===== src/rtl/ddr_wr_burst_ctrl_pkg.sv =====
// ---------------------------------------------------------------------------
// ddr_wr_burst_ctrl_pkg
//   Shared constants for the DDR write burst controller: FSM state
//   encodings and AXI data-path geometry (256-bit beats, 32 bytes each).
// ---------------------------------------------------------------------------
package ddr_wr_burst_ctrl_pkg;

  localparam logic [1:0] ST_IDLE = 2'd0;
  localparam logic [1:0] ST_AW   = 2'd1;
  localparam logic [1:0] ST_W    = 2'd2;
  localparam logic [1:0] ST_B    = 2'd3;

  localparam int AXI_DATA_W = 256;
  localparam int AXI_STRB_W = AXI_DATA_W / 8;
  localparam int BEAT_BYTES = 32;

endpackage


===== src/rtl/ddr_wr_burst_ctrl_skid.sv =====
// ---------------------------------------------------------------------------
// ddr_wr_skid
//   Two-entry 256-bit skid FIFO between the write-FIFO read port and the
//   AXI W channel. Absorbs words already requested from the write FIFO
//   while wready is low.
// Ports
//   ddr_clk    in   clock
//   rstn       in   async active-low reset (pointers/count only)
//   push       in   write enable (delayed write-FIFO rd_req)
//   push_data  in   256-bit word from the write FIFO
//   pop        in   read enable (W handshake)
//   head_data  out  oldest stored word
//   count      out  number of stored words, 0..2
// ---------------------------------------------------------------------------
module ddr_wr_skid
  import ddr_wr_burst_ctrl_pkg::*;
(
  input  logic                  ddr_clk,
  input  logic                  rstn,
  input  logic                  push,
  input  logic [AXI_DATA_W-1:0] push_data,
  input  logic                  pop,
  output logic [AXI_DATA_W-1:0] head_data,
  output logic [1:0]            count
);

  logic [AXI_DATA_W-1:0] mem [2];
  logic                  wr_ptr;
  logic                  rd_ptr;

  always_ff @(posedge ddr_clk or negedge rstn) begin
    if (!rstn) begin
      wr_ptr <= 1'b0;
      rd_ptr <= 1'b0;
      count  <= 2'd0;
    end else begin
      if (push) wr_ptr <= ~wr_ptr;
      if (pop)  rd_ptr <= ~rd_ptr;
      count <= count + {1'b0, push} - {1'b0, pop};
    end
  end

  // Storage carries no reset; count says which entries are meaningful.
  always_ff @(posedge ddr_clk) begin
    if (push) mem[wr_ptr] <= push_data;
  end

  assign head_data = mem[rd_ptr];

endmodule


===== src/rtl/ddr_wr_burst_ctrl.sv =====
// ---------------------------------------------------------------------------
// ddr_wr_burst_ctrl
//   DDR write master on the ddr_clk side of the video frame buffer. Drains
//   the write FIFO in fixed AXI4 INCR bursts once a full burst is buffered,
//   ping-pongs whole frames between two buffers and publishes the index of
//   the last completely written frame.
// Ports
//   ddr_clk, rstn               clock, async active-low reset
//   vs_in                       async input vsync (rising edge = new frame)
//   wfifo_rd_water_level [8:0]  write-FIFO read-side fill in 256-bit words
//   wfifo_rd_req                write-FIFO read enable, data one cycle later
//   wfifo_rd_data256_in         write-FIFO read data
//   axi_aw*/axi_w*/axi_b*       AXI4 write address/data/response channels
//   wr_frame_idx                buffer index of last fully written frame
// ---------------------------------------------------------------------------
module ddr_wr_burst_ctrl
  import ddr_wr_burst_ctrl_pkg::*;
#(
  parameter int          BURST_LEN    = 16,
  parameter int          ADDR_W       = 28,
  parameter int          FRAME_BEATS  = 259200,
  parameter logic [31:0] FRAME_STRIDE = 32'h0080_0000,
  parameter int          HOLDOFF      = 32
) (
  input  logic                  ddr_clk,
  input  logic                  rstn,
  input  logic                  vs_in,
  input  logic [8:0]            wfifo_rd_water_level,
  output logic                  wfifo_rd_req,
  input  logic [AXI_DATA_W-1:0] wfifo_rd_data256_in,
  output logic [ADDR_W-1:0]     axi_awaddr,
  output logic [7:0]            axi_awlen,
  output logic                  axi_awvalid,
  input  logic                  axi_awready,
  output logic [AXI_DATA_W-1:0] axi_wdata,
  output logic [AXI_STRB_W-1:0] axi_wstrb,
  output logic                  axi_wlast,
  output logic                  axi_wvalid,
  input  logic                  axi_wready,
  input  logic                  axi_bvalid,
  output logic                  axi_bready,
  output logic                  wr_frame_idx
);

  localparam int OFF_W = $clog2(FRAME_BEATS + 1);
  localparam int CNT_W = $clog2(BURST_LEN + 1);
  localparam int HO_W  = $clog2(HOLDOFF + 2);

  localparam logic [OFF_W-1:0] FRAME_END  = OFF_W'(FRAME_BEATS);
  localparam logic [OFF_W-1:0] OFF_STEP   = OFF_W'(BURST_LEN);
  localparam logic [CNT_W-1:0] BURST_CNT  = CNT_W'(BURST_LEN);
  localparam logic [CNT_W-1:0] LAST_BEAT  = CNT_W'(BURST_LEN - 1);
  localparam logic [8:0]       BURST_WL   = 9'(BURST_LEN);
  localparam logic [HO_W-1:0]  HOLDOFF_LD = HO_W'(HOLDOFF);

  // Burst start address, computed at ADDR_W so the sum wraps naturally.
  function automatic logic [ADDR_W-1:0] burst_addr(input logic buf_sel,
                                                   input logic [OFF_W-1:0] off);
    logic [ADDR_W-1:0] base;
    base = buf_sel ? ADDR_W'(FRAME_STRIDE) : '0;
    return base + ADDR_W'(off) * ADDR_W'(BEAT_BYTES);
  endfunction

  logic                  vs_p0, vs_p1, vs_p2;
  logic                  vs_pulse;
  logic                  resync_pend;
  logic                  do_resync;
  logic                  start_burst;
  logic [1:0]            state;
  logic [OFF_W-1:0]      offset;
  logic                  cur_buf;
  logic [HO_W-1:0]       holdoff;
  logic [CNT_W-1:0]      reads_issued;
  logic [CNT_W-1:0]      beats_sent;
  logic                  vld_p1;
  logic [1:0]            skid_count;
  logic [AXI_DATA_W-1:0] skid_head;
  logic                  w_hs;

  // Stage p0..p2: vsync synchroniser and rising-edge history
  always_ff @(posedge ddr_clk or negedge rstn) begin
    if (!rstn) begin
      vs_p0 <= 1'b0;
      vs_p1 <= 1'b0;
      vs_p2 <= 1'b0;
    end else begin
      vs_p0 <= vs_in;
      vs_p1 <= vs_p0;
      vs_p2 <= vs_p1;
    end
  end

  assign vs_pulse = vs_p1 & ~vs_p2;

  // A pulse arriving in IDLE is serviced at once, so it also blocks a burst
  // start decided in the same cycle.
  assign do_resync   = (state == ST_IDLE) && (resync_pend || vs_pulse);
  assign start_burst = (state == ST_IDLE) && !resync_pend && !vs_pulse &&
                       (holdoff == '0) &&
                       (wfifo_rd_water_level >= BURST_WL) &&
                       (offset < FRAME_END);

  assign w_hs = axi_wvalid && axi_wready;

  always_ff @(posedge ddr_clk or negedge rstn) begin
    if (!rstn) begin
      state        <= ST_IDLE;
      resync_pend  <= 1'b0;
      holdoff      <= '0;
      offset       <= '0;
      cur_buf      <= 1'b0;
      wr_frame_idx <= 1'b1;
      axi_awaddr   <= '0;
      reads_issued <= '0;
      beats_sent   <= '0;
    end else begin
      if (do_resync)     resync_pend <= 1'b0;
      else if (vs_pulse) resync_pend <= 1'b1;

      if (do_resync)            holdoff <= HOLDOFF_LD;
      else if (holdoff != '0)   holdoff <= holdoff - HO_W'(1);

      if (do_resync) begin
        offset <= '0;
        if (offset == FRAME_END) begin
          wr_frame_idx <= cur_buf;
          cur_buf      <= ~cur_buf;
        end
      end else if (state == ST_B && axi_bvalid) begin
        offset <= offset + OFF_STEP;
      end

      if (start_burst) begin
        axi_awaddr   <= burst_addr(cur_buf, offset);
        reads_issued <= '0;
        beats_sent   <= '0;
      end else begin
        if (wfifo_rd_req) reads_issued <= reads_issued + CNT_W'(1);
        if (w_hs)         beats_sent   <= beats_sent + CNT_W'(1);
      end

      case (state)
        ST_IDLE: if (start_burst)             state <= ST_AW;
        ST_AW:   if (axi_awready)             state <= ST_W;
        ST_W:    if (w_hs && axi_wlast)       state <= ST_B;
        default: if (axi_bvalid)              state <= ST_IDLE;
      endcase
    end
  end

  // Reads start once the burst is committed and never outrun the skid space
  // (words in the skid plus the one still in flight from the FIFO).
  assign wfifo_rd_req = ((state == ST_AW) || (state == ST_W)) &&
                        (reads_issued < BURST_CNT) &&
                        (({1'b0, skid_count} + {2'b00, vld_p1}) < 3'd2);

  // Stage p1: write-FIFO read data valid one cycle after rd_req
  always_ff @(posedge ddr_clk or negedge rstn) begin
    if (!rstn) vld_p1 <= 1'b0;
    else       vld_p1 <= wfifo_rd_req;
  end

  ddr_wr_skid u_skid (
    .ddr_clk   (ddr_clk),
    .rstn      (rstn),
    .push      (vld_p1),
    .push_data (wfifo_rd_data256_in),
    .pop       (w_hs),
    .head_data (skid_head),
    .count     (skid_count)
  );

  // Skid content only leaves on a handshake, so wvalid cannot drop and
  // wdata cannot change while the slave stalls.
  assign axi_awvalid = (state == ST_AW);
  assign axi_awlen   = 8'(BURST_LEN - 1);
  assign axi_wvalid  = (state == ST_W) && (skid_count != 2'd0);
  assign axi_wdata   = skid_head;
  assign axi_wstrb   = '1;
  assign axi_wlast   = axi_wvalid && (beats_sent == LAST_BEAT);
  assign axi_bready  = (state == ST_B);

endmodule

===== config.mk =====
export PLATFORM = sky130hd
export DESIGN_NAME = ddr_wr_burst_ctrl
export DESIGN_NICKNAME = d
export VERILOG_FILES = /design/src/rtl/ddr_wr_burst_ctrl_pkg.sv /design/src/rtl/ddr_wr_burst_ctrl_skid.sv /design/src/rtl/ddr_wr_burst_ctrl.sv
export SDC_FILE = /design/constraint.sdc
export NUM_CORES = 1
export LEC_CHECK = 0
export BUFFER_PORTS_ARGS = -buffer_cell sky130_fd_sc_hd__buf_4
export CAP_MARGIN = 20
export CORE_AREA = 2 2 236 238
export DETAILED_ROUTE_END_ITERATION = 16
export DIE_AREA = 0 0 238 240
export GPL_ROUTABILITY_DRIVEN = 0
export PLACE_DENSITY = 0.61
export RECOVER_POWER = 50
export SYNTH_ARGS = -nofsm -noshare
export SYNTH_HDL_FRONTEND = slang
export SYNTH_SLANG_ARGS = --single-unit

===== constraint.sdc =====
create_clock -name ddr_clk -period 19.3 [get_ports ddr_clk]
set_clock_uncertainty 0.2 [all_clocks]
set_input_delay 3.86 -clock ddr_clk [delete_from_list [all_inputs] [get_ports ddr_clk]]
set_output_delay 3.86 -clock ddr_clk [all_outputs]
set_load 0.005 [all_outputs]

==> metrics.cfg <==
[status]
status = finished, violations left
violations = max-capacitance violations, max-slew violations

[grt]
grt_usage = 0.1702
grt_pass1_wl_um = 72800
grt_pass1_vias = 12120
antenna_found_initial = 9
grt_max_degree = 74
grt-ovfl-total = 0

[detailed_routing]
viasPerCell = 4.723
routed_wl_um = 50960
wl_per_cell_um = 21.03
antenna_left = 0
firstDrtPassIters = 6
vias = 11440
drc = 0
drtIter0Drc = 531

[power_and_ir_drop]
power.density_nw_per_um2 = 137.6
vdd_drop_max_v = 0.00008273
power.total_w = 0.003868
p_leak_nw = 10.62

[clock_tree]
cts_tree = done
cts_inserted_buffers = 61
clk_pin_slew_ps = 60
htreeDepth = 2
clk_latency_ps = 610
clockBufferDepth = 3
postCtsSetupBuffers = 0
ctsRootBufferMaster = clkbuf_16
cts_resized = 0
postCtsHoldBufs = 0
cts.sinks = 570

[logic_synthesis]
synth_adder_area_share = 0.008117
netlist_instances = 1091
yosysWarnings = 0
synthTopCellsByCount = 512 x edfxtp_1, 264 x mux2_2, 57 x dfrtp_1, 53 x buf_4, 34 x nor2_1
synthXorXnorAreaFrac = 0.01096
synth_mux_area_frac = 0.1456
yosys.area.top_type = edfxtp_1
synth_edf_count = 512
synth_top_area_frac = 0.7124
synth_top_family_by_area = multiplexers
netlist_area_um2 = 21580
synthArstFlopShare = 0.1018
synth.most_common_cell = edfxtp_1
ys_seq_area_frac = 0.7797
ys_ff_latch = 570
avgSynthCellArea_um2 = 19.78
ys_types = 48
synth_flop_cell = edfxtp_1
synth_compound_area_frac = 0.007827
synth-simple-area-share = 0.01849
netlist_top_cells_area = edfxtp_1 71%, mux2_2 14%, dfrtp_1 6.6%, buf_4 1.8%, ha_1 0.81%

[floorplanning]
start_util = 0.3948
io_pins = 601
fp.dieW_um = 238
die_h_um = 240
num_rows = 86
coreArea_um2 = 54660
dieArea_um2 = 57120

[sta]
timing.hold.ws_ps = 159.8
drv_slew = 380
tightest_slew_ps = 4220
slew-limit-headroom = -1.813
hold_violations = 0
clock.fmax_mhz = 117.1
final.setup.tns_ps = 0
rsz0062_at_grt = false
period_needed_ps = 8541
fin_crit_sh = 0.4426
final-setup-viol-count = 0

[critical_path]
critPathKind = flip-flop to flip-flop
start_kind = flip-flop
cp_data_arrival_time_ps = 8590
worstPathMaxFanout = 73
critPathCaptureType = flip-flop
crit_required_ps = 19340

[placement]
hpwl_um = 35050
portBuffers = 543
dp.cells = 2309

[min_path]
hold_path.class = flip-flop to flip-flop

[layout]
fin_util = 0.5142
fin_cells = 2423
area_growth_pct = 30.24
fin_nets = 1953
fillers = 4535
drive_gt1_frac = 0.5207

[job]
max_cap_violations = 7

==> routing by layer <==
metal | vias up | routed length (µm) | global-route usage
met5 | - | 74 | 0
met4 | 12 | 1401 | 0.05606
met3 | 91 | 5069 | 0.07049
met2 | 415 | 26140 | 0.2989
met1 | 5662 | 18270 | 0.1869
li1 | 5263 | - | -
==> cell usage in the layout (no fill, tap or decap), types with 2 or more instances in the layout <==
master     count
and3_1         3
o21a_1         3
buf_4        378
ha_1          14
nor4_1         2
clkinv_2      10
and4_1         2
mux2_4         8
xor2_1        17
xnor2_1       10
edfxtp_1     512
bufinv_16      6
mux2i_1        5
nand4_1        8
nor2b_1        3
a21oi_1        2
inv_1         13
mux2_2       264
or3_1          2
nor2_1        34
nor3_1         6
clkbuf_16     62
diode_2        4
clkbuf_8       3
dfrtp_1       56
clkbuf_4     150
nand3_1        2
o2111ai_1      3
clkinv_1      12
o211ai_1       3
nand2_1        7
clkbuf_1      37
conb_1        53
and2_1         2
==> area by class of cell <==
class | instances | area (µm²) | share of cell area
well taps | 704 | 880.8 | 0.03134
flip-flops and latches | 570 | 16830 | 0.5988
repair buffers | 554 | 4061 | 0.1445
multi-input cells | 468 | 4293 | 0.1527
clock buffers | 76 | 1634 | 0.05814
diodes | 4 | 10.01 | 0.0003561
inverters | 13 | 48.80 | 0.001736
clock inverters | 34 | 347.8 | 0.01238
==> flip-flops by register name, summed over array words and instances, names as in the netlist <==
register       cells
axi_awaddr        15
u_skid.wr_ptr      1
u_skid.count       2
wr_frame_idx       1
u_skid.mem       512
vs_p1              1
vs_p0              1
cur_buf            1
state              2
u_skid.rd_ptr      1
reads_issued       5
resync_pend        1
offset            14
holdoff            6
beats_sent         5
vld_p1             1
vs_p2              1
==> report_power, final <==
group          internal, W  switching, W  total [W]
Clock             0.000678      0.000476    0.00115
Combinational     0.000549      0.000497    0.00105
Sequential         0.00159     0.0000807    0.00167
==> worst paths after layout <==
path	end	slack, ps	cells after the start	start
setup / recovery	u_skid.mem[0][26]$_DFFE_PP_	10760	4	vld_p1$_DFF_PN0_
hold / removal	vs_p1$_DFF_PN0_	160	0	vs_p0$_DFF_PN0_
setup reg to reg	u_skid.mem[0][26]$_DFFE_PP_	10760	4	vld_p1$_DFF_PN0_
hold reg to reg	vs_p1$_DFF_PN0_	160	0	vs_p0$_DFF_PN0_
max in group asynchronous	u_skid.rd_ptr$_DFFE_PN0P_	15220	1	rstn
min in group asynchronous	axi_awaddr[17]$_DFFE_PN0N_	3110	1	rstn
==> cells by family after synthesis <==
family	after synthesis
and+or+nand+nor	76
AOI/OAI and AO/OA	21
muxes	277
DFF	570
xor gates and xnor gates	27
other	2
buffers and inverters	104
adders and majority gates	14
==> critical path: stages, from the launching register on <==
cell and delay, ps:
dfrtp_1 420, nor2b_1 740, clkbuf_1 2420, clkbuf_1 3100
buf_4 1110
==> stage by stage <==
step           setup WS [ps]  instance area [µm²]
2_1_floorplan           6511                21770
3_3_place_gp           11820                26250
3_5_place_dp           11810                26250
4_1_cts                11120                28230
5_1_grt                10030                28100
6_report               10760                28110
No activity file was read; power rests on OpenSTA's default activity.
